**src/rtl/lock_ctrl_pkg.sv**
```systemverilog
// lock_ctrl_pkg: state codes and default timing for the lock entry controller.
package lock_ctrl_pkg;
    localparam int ST_W = 2;
    typedef enum logic [ST_W-1:0] {
        ST_ENTRY    = 2'd0,
        ST_CHECK    = 2'd1,
        ST_UNLOCKED = 2'd2,
        ST_LOCKOUT  = 2'd3
    } lock_state_e;
    localparam int DEF_PIN_DIGITS     = 4;
    localparam int DEF_MAX_ATTEMPTS   = 3;
    localparam int DEF_UNLOCK_CYCLES  = 50;
    localparam int DEF_LOCKOUT_CYCLES = 200;
    localparam int DEF_CNT_W          = 8;
endpackage

```
**src/rtl/lock_entry_controller_hold_timer.sv**
```systemverilog
// hold_timer: loadable down-counter that saturates at zero, shared by unlock and lockout holds.
module hold_timer #(
    parameter int CNT_W = 8
) (
    input  logic             clk,
    input  logic             reset,
    input  logic             load_i,
    input  logic [CNT_W-1:0] load_val_i,
    input  logic             en_i,
    output logic             zero_o
);
    logic [CNT_W-1:0] cnt_q, cnt_d;
    always_comb cnt_d = load_i ? load_val_i : (en_i && cnt_q != '0) ? cnt_q - 1'b1 : cnt_q;
    always_ff @(posedge clk) begin
        if (reset) cnt_q <= '0;
        else       cnt_q <= cnt_d;
    end
    assign zero_o = (cnt_q == '0);
endmodule

```
**src/rtl/lock_entry_controller.sv**
```systemverilog
// lock_entry_controller: counts PIN digits, samples the comparator, and grants timed unlock or lockout.
module lock_entry_controller
    import lock_ctrl_pkg::*;
#(
    parameter int PIN_DIGITS     = DEF_PIN_DIGITS,
    parameter int MAX_ATTEMPTS   = DEF_MAX_ATTEMPTS,
    parameter int UNLOCK_CYCLES  = DEF_UNLOCK_CYCLES,
    parameter int LOCKOUT_CYCLES = DEF_LOCKOUT_CYCLES,
    parameter int CNT_W          = DEF_CNT_W
) (
    input  logic                              clk,
    input  logic                              reset,
    input  logic                              key_press,
    input  logic                              pin_match,
    input  logic                              cancel,
    output logic                              compare_sel,
    output logic                              entry_clr,
    output logic                              unlock,
    output logic                              lockout,
    output logic                              alarm,
    output logic [$clog2(MAX_ATTEMPTS+1)-1:0] fail_count,
    output logic [ST_W-1:0]                   state
);
    localparam int FW = $clog2(MAX_ATTEMPTS + 1);
    localparam int DW = (PIN_DIGITS > 1) ? $clog2(PIN_DIGITS) : 1;

    lock_state_e   state_q;
    logic [DW-1:0] digit_cnt_q;
    logic [FW-1:0] fail_q;
    logic          entry_clr_q, alarm_q;
    logic          last_fail, tmr_load, tmr_zero;
    logic [CNT_W-1:0] tmr_val;

    assign last_fail = (fail_q == FW'(MAX_ATTEMPTS - 1));
    // Only load on transitions that actually use the timer.
    assign tmr_load  = (state_q == ST_CHECK) && (pin_match || last_fail);
    assign tmr_val   = pin_match ? CNT_W'(UNLOCK_CYCLES - 1) : CNT_W'(LOCKOUT_CYCLES - 1);

    hold_timer #(.CNT_W(CNT_W)) u_timer (
        .clk        (clk),
        .reset      (reset),
        .load_i     (tmr_load),
        .load_val_i (tmr_val),
        .en_i       (state_q == ST_UNLOCKED || state_q == ST_LOCKOUT),
        .zero_o     (tmr_zero)
    );

    always_ff @(posedge clk) begin
        if (reset) begin
            state_q     <= ST_ENTRY;
            digit_cnt_q <= '0;
            fail_q      <= '0;
            entry_clr_q <= 1'b0;
            alarm_q     <= 1'b0;
        end else begin
            entry_clr_q <= 1'b0;
            alarm_q     <= 1'b0;
            case (state_q)
                ST_ENTRY: begin
                    if (cancel) begin
                        digit_cnt_q <= '0;
                        entry_clr_q <= 1'b1;
                    end else if (key_press) begin
                        if (digit_cnt_q == DW'(PIN_DIGITS - 1)) begin
                            digit_cnt_q <= '0;
                            state_q     <= ST_CHECK;
                        end else begin
                            digit_cnt_q <= digit_cnt_q + 1'b1;
                        end
                    end
                end
                ST_CHECK: begin
                    if (pin_match) begin
                        state_q <= ST_UNLOCKED;
                        fail_q  <= '0;
                    end else if (last_fail) begin
                        state_q <= ST_LOCKOUT;
                        fail_q  <= FW'(MAX_ATTEMPTS);
                        alarm_q <= 1'b1;
                    end else begin
                        state_q     <= ST_ENTRY;
                        fail_q      <= fail_q + 1'b1;
                        entry_clr_q <= 1'b1;
                    end
                end
                ST_UNLOCKED: begin
                    if (cancel || tmr_zero) begin
                        state_q     <= ST_ENTRY;
                        entry_clr_q <= 1'b1;
                    end
                end
                ST_LOCKOUT: begin
                    if (tmr_zero) begin
                        state_q     <= ST_ENTRY;
                        fail_q      <= '0;
                        entry_clr_q <= 1'b1;
                    end
                end
                default: state_q <= ST_ENTRY;
            endcase
        end
    end

    assign compare_sel = (state_q == ST_CHECK);
    assign unlock      = (state_q == ST_UNLOCKED);
    assign lockout     = (state_q == ST_LOCKOUT);
    assign entry_clr   = entry_clr_q;
    assign alarm       = alarm_q;
    assign fail_count  = fail_q;
    assign state       = state_q;
endmodule

```
**config.mk**
```make
export PLATFORM = sky130hd
export DESIGN_NAME = lock_entry_controller
export DESIGN_NICKNAME = d
export VERILOG_FILES = /design/src/rtl/lock_ctrl_pkg.sv /design/src/rtl/lock_entry_controller_hold_timer.sv /design/src/rtl/lock_entry_controller.sv
export SDC_FILE = /design/constraint.sdc
export NUM_CORES = 1
export LEC_CHECK = 0
export ABC_AREA = 1
export CAP_MARGIN = 30
export CORE_MARGIN = 1.5
export CORE_UTILIZATION = 40
export DETAILED_ROUTE_END_ITERATION = 16
export PLACE_DENSITY_LB_ADDON = 0.25
export SYNTH_ARGS = -nofsm -noshare
export SYNTH_HDL_FRONTEND = slang
export SYNTH_SLANG_ARGS = --single-unit
```
**constraint.sdc**
```tcl
create_clock -name clk -period 1.45 [get_ports clk]
set_input_delay 0.435 -clock clk [delete_from_list [all_inputs] [get_ports clk]]
set_output_delay 0.435 -clock clk [all_outputs]
set_load 0.01 [all_outputs]
```
# Word-level counts from Yosys, hierarchy flattened
# Index checks and enable logic that the tools add are counted.
dict set report word_totals {
  ff_bits 16
  in_bits 5
  out_inout_bits 9
  wordCells 59
}
dict set report op_classes {
  n_addsub 3
  n_eq_ne 10
  n_mux 24
  n_bitwise 1
  n_reduce_logical 15
}
# operator n
set ops {}
lappend ops {{$mux W2} 12}
lappend ops {{$mux W8} 3}
lappend ops {{$eq A2 B2 Y1 const B} 4}
lappend ops {{$logic_not A8 Y1} 1}
lappend ops {{$pmux W2 S4} 1}
lappend ops {{$reduce_bool A8 Y1} 1}
lappend ops {{$sub A8 B1 Y8 const B} 1}
lappend ops {{$mux W1} 6}
lappend ops {{$ne A2 B2 Y1 const B} 3}
lappend ops {{$reduce_bool A2 Y1} 3}
lappend ops {{$reduce_and A5 Y1} 1}
lappend ops {{$add A2 B1 Y2 const B} 2}
lappend ops {{$ne A2 B1 Y1 const B} 2}
lappend ops {{$pmux W1 S4} 1}
lappend ops {{$pmux W2 S2} 1}
lappend ops {{$reduce_and A2 Y1} 2}
lappend ops {{$logic_or A1 B1 Y1} 3}
lappend ops {{$reduce_or A3 Y1} 1}
lappend ops {{$eq A2 B1 Y1 const B} 1}
lappend ops {{$logic_and A1 B1 Y1} 2}
lappend ops {{$logic_not A2 Y1} 1}
lappend ops {{$not A1 Y1} 1}

# Longest topological paths before layout
dict set report depth {
  word_depth 5
  mapped_depth 9
  depth_no_buf 9
}

# By module
# Synthesis repeated with hierarchy kept, for this count alone.
dict set report hier_totals {
  cells_unflattened 169
  hier_area_um2 1057.3
}
# module instances cells_per_inst area_per_inst_um2 seq_area_each_um2
set modules_own_cells {}
lappend modules_own_cells {hold_timer 1 101 591.8 160.2}
lappend modules_own_cells {lock_entry_controller 1 68 465.4 160.2}

# Least setup slack after synthesis
# No wires, ideal clock.
dict set report synth_path {
  path_kind {register to register}
  startpoint {reg fail_q[0], in the netlist fail_count[0]}
  endpoint {reg u_timer.cnt_q[5]}
  setup_ps 115
  t_arrival_ps 1250
  t_required_ps 1335
  slack_ps 86
  stages_incl_launch_ff 9
  n_path_buf 0
  synth_period_minus_slack_ps 1364
  cell_sequence {dfxtp_1 inv_1 ha_1 nor2_2 nor2_8 inv_4 nand2_4 o21ai_1 nor2_1}
}
dict set report synth_via {
  elab_chain_len 4
  elab_cells_between_ends 5
  cone_classes {1 x eq/ne; 1 x mux; 3 x reduce/logical}
}
# element line
set synth_rtl {}
lappend synth_rtl {{from (decl)} lock_entry_controller.sv:29} ;# logic [FW-1:0] fail_q;
lappend synth_rtl {{from (signal assigned)} lock_entry_controller.sv:78} ;# fail_q <= FW'(MAX_ATTEMPTS);
lappend synth_rtl {{from (signal assigned)} lock_entry_controller.sv:82} ;# fail_q <= fail_q + 1'b1;
lappend synth_rtl {{$eq A2 B2 Y1 (*)} lock_entry_controller.sv:34} ;# assign last_fail = (fail_q == FW'(MAX_ATTEMPTS - 1));
lappend synth_rtl {{named net last_fail} lock_entry_controller.sv:31} ;# logic last_fail, tmr_load, tmr_zero;
lappend synth_rtl {{$logic_or A1 B1 Y1 (*)} lock_entry_controller.sv:36} ;# assign tmr_load = (state_q == ST_CHECK) && (pin_match || last_fail);
lappend synth_rtl {{$logic_and A1 B1 Y1 (*)} lock_entry_controller.sv:36}
lappend synth_rtl {{$mux W8 / $reduce_bool A2 Y1 (equally long branches)} n/a}
lappend synth_rtl {{to (signal assigned)} lock_entry_controller_hold_timer.sv:16} ;# else cnt_q <= cnt_d;
lappend synth_rtl {{to (decl)} lock_entry_controller_hold_timer.sv:12} ;# logic [CNT_W-1:0] cnt_q, cnt_d;
# The timed path passes the listed nets; every way through them passes the cells marked *.
# A chain may end at the register's enable or synchronous reset.

# Final worst setup path
dict set report layout_path {
  startpoint {reg state_q[1], in the netlist state[1]}
  endpoint {out compare_sel}
}
dict set report layout_via {
  elab_chain_len 1
}
# element line
set layout_rtl {}
lappend layout_rtl {{from (decl)} lock_entry_controller.sv:27} ;# lock_state_e state_q;
lappend layout_rtl {{from (signal assigned)} lock_entry_controller.sv:50} ;# state_q <= ST_ENTRY;
lappend layout_rtl {{from (signal assigned)} lock_entry_controller.sv:66} ;# state_q <= ST_CHECK;
lappend layout_rtl {{from (signal assigned)} lock_entry_controller.sv:74} ;# state_q <= ST_UNLOCKED;
lappend layout_rtl {{$eq A2 B1 Y1} lock_entry_controller.sv:104} ;# assign compare_sel = (state_q == ST_CHECK);
lappend layout_rtl {{to (decl)} lock_entry_controller.sv:16} ;# output logic compare_sel,
# Every way passes these cells.

==> impl_results.md <==
* Status: finished with violations
* Failing checks: setup timing
* Crit path launch type: register
* Initial antenna violation count at 0
* CP startpoint: state[1]
* Sequential area share after synthesis at 0.326
* Pwr dens at 1420 mW/mm2
* Max Slew Vio Count at 0
* Worst VDD drop at 0.915 mV
* Clock tree buffer depth at 2
* Number of vias per cell at 4.85
* Crit path to: compare_sel
* Placed Instance Area at 0.00127 mm2
* YS warnings at 0
* Setup Skew at 0.00944 ns
* Worst hold path class: reg2reg
* Post-Layout Cell Count at 209
* # hold bufs at CTS at 0
* Vias in the first global route at 961
* Post-synth EDFFs at 0
* Cells after Synth at 143
* Pleak at 0.669 nW
* Grt ovf at 0
* Worst Path Max Fanout at 3
* Fin util at 0.614
* CTS root buffer: clkbuf_4
* Register bit total from synthesis at 16
* Final-report hold violation count at 0
* H-tree depth at 1
* Synth Flop Type: dfxtp_1
* Die Span Y at 52.6 um
* Setup crit end kind: primary output
* Final TNS setup at -0.139 ns
* Share of layout cells above drive strength 1 at 0.315
* Crit Path Category: reg2out
* CP required at 1.02 ns
* Gpl congestion at 0.884
* Synth top area share at 0.326
* Number of remaining DRC errors at 0
* Core Rows at 17
* Final ANT Viol Nets at 0
* I/O Pins at 14
* Placed Cells at 200
* Ys async rst share at 0
* All-Layer GR Usage at 0.200
* Max Clk Rate at 0.652 GHz
* Synth-to-Final Area Change at 41.0%
* Final setup vio count at 2
* Clock Sinks at 16
* Core box area at 0.00225 mm2
* Clock Latency Late Sink at 0.30 ns
* Leading area contributor after synthesis: dfxtp_1
* Die area at 0.00276 mm2
* Library cells used by synthesis at 22
* First-pass GRT wire length at 4120 um
* RSZ-0062 raised after global routing: yes
* Reg-to-reg critical path startpoint: state[1]
* Synth top cells by count: nand2_1, nor2_1, inv_1, dfxtp_1, a21oi_1
* Multi-input logic area at 617 um2
* Mean Syn Cell Area at 6.87 um2
* R2R cell count at 11
* Fill count at 197
* Period utilisation layout at 1.06
* Register area at 327 um2
* Final min period at 1.53 ns
* Slew at the pin closest to its max-slew limit at 0.297 ns
* WL/cell at 11.3 um
* Synthesized cell area at 982 um2
* Final #Nets at 191
* Port bufs at 13
* Fin area at 0.00139 mm2
* Pre-antenna DRT Iters at 4
* Pin count of the biggest net entering global routing at 10
* R2R Setup Slk at 0.05 ns
* Crit path DAT at 1.10 ns
* CTS tree: yes
* Rel. slew slack at 0.802
* Starting DRT DRC Count at 11
* Max-Cap Viols at 0
* ANT cells at 0
* Initial Util at 0.436
* Placed wire-length estimate at 1750 um
* TritonCTS Buffers at 3
* Die X at 52.6 um
* Hold_ws at 0.466 ns
* Largest cells by area after synthesis: dfxtp_1, nand2_1, nor2_1
* Clock slew at reported path FFs at 0.10 ns
* Via count at 1,014
* Net Count, Synth at 152
* Capturing point of the worst reg2reg path: u_timer.cnt_q[1]
* Setup WS post-layout at -0.0829 ns
* Routed wire length at 2350 um
worst max-delay path, stage by stage (launching register included):
cell,delay [ns]
dfxtp_2,0.36
buf_6,0.11
inv_4,0.03
buf_6,0.11
nand2_4,0.05
inv_2,0.04
buf_6,0.11
routing by layer:
layer,part of all wire,vias to the layer above,GRT usage
li1,-,535,-
met1,0.45,461,0.240
met2,0.51,13,0.352
met3,0.028,5,0.0514
met4,0.0098,0,0.0513
met5,0,-,0
placed cells by master, fill, tap and decap left out:
master	n
a21oi_1	10
a21oi_2	1
a31oi_1	1
buf_2	2
buf_4	20
buf_6	3
clkbuf_4	3
clkbuf_8	1
clkdlybuf4s15_1	1
clkdlybuf4s50_1	4
dfxtp_1	13
dfxtp_2	2
dfxtp_4	1
dlygate4sd2_1	5
ha_1	3
ha_2	1
inv_1	17
inv_2	1
inv_4	1
inv_6	1
nand2_1	25
nand2_2	3
nand2_4	3
nand2_8	1
nand3_1	8
nand4_1	2
nor2_1	23
nor2_2	6
nor2_4	5
nor2_8	1
o21ai_0	6
o21ai_1	5
o21ai_4	1
xnor2_1	1
state kept, by name, summed over array words and instances (netlist names):
| register | cells |
|---|---|
| u_timer.cnt_q | 8 |
| digit_cnt_q | 2 |
| fail_count | 2 |
| state | 2 |
| alarm | 1 |
| entry_clr | 1 |
cell type report:
cell class                 instances  share of cell area
sequential                        16               0.236
timing repair buffer              35               0.208
clock buffer                       4              0.0262
tap                               28              0.0253
inverter                          20              0.0596
multi-input combinational        106               0.445
how the worst min path moves through the flow:
stage / cells after the start / slack (ns) / end / from
finish: 1 / 0.47 / fail_count[0] / fail_count[0]
global route: 1 / 0.48 / fail_count[0] / fail_count[0]
CTS: 1 / 0.46 / fail_count[0] / fail_count[0]
detailed placement: 2 / 0.46 / u_timer.cnt_q[0] / u_timer.cnt_q[0]
global placement: 2 / 0.45 / u_timer.cnt_q[0] / u_timer.cnt_q[0]
floorplan: 2 / 0.44 / u_timer.cnt_q[0] / u_timer.cnt_q[0]
where the power goes:
group          total [mW]  internal [mW]  switching [mW]  leakage (nW)
clock network       0.307          0.153           0.154        0.0210
logic                1.08          0.463           0.620         0.516
registers           0.579          0.517          0.0623         0.132
repair_timing:
action / CTS / global route
gates cloned: 0 / 0
gates resized for setup: 28 / 11
setup endpoints to repair: 13 / 14
pin swaps: 1 / 5
setup buffers: 4 / 1
through the flow:
step / setup slack [ns] / total power, mW
global placement: -0.237 / 1.55
detailed placement: -0.263 / 1.57
floorplan: 0.0856 / 1.28
global route: -0.124 / 2.14
CTS: -0.102 / 1.92
finish: -0.0829 / 1.97
cells by family after synthesis:
kind of cell	share of synthesized area
and+or+nand+nor	0.392
AOI/OAI and AO/OA	0.139
DFF	0.326
buffers and inverters	0.0828
xor gates and xnor gates	0.00892
adders and majority gates	0.0510
No activity file was read; power rests on OpenSTA's default activity.
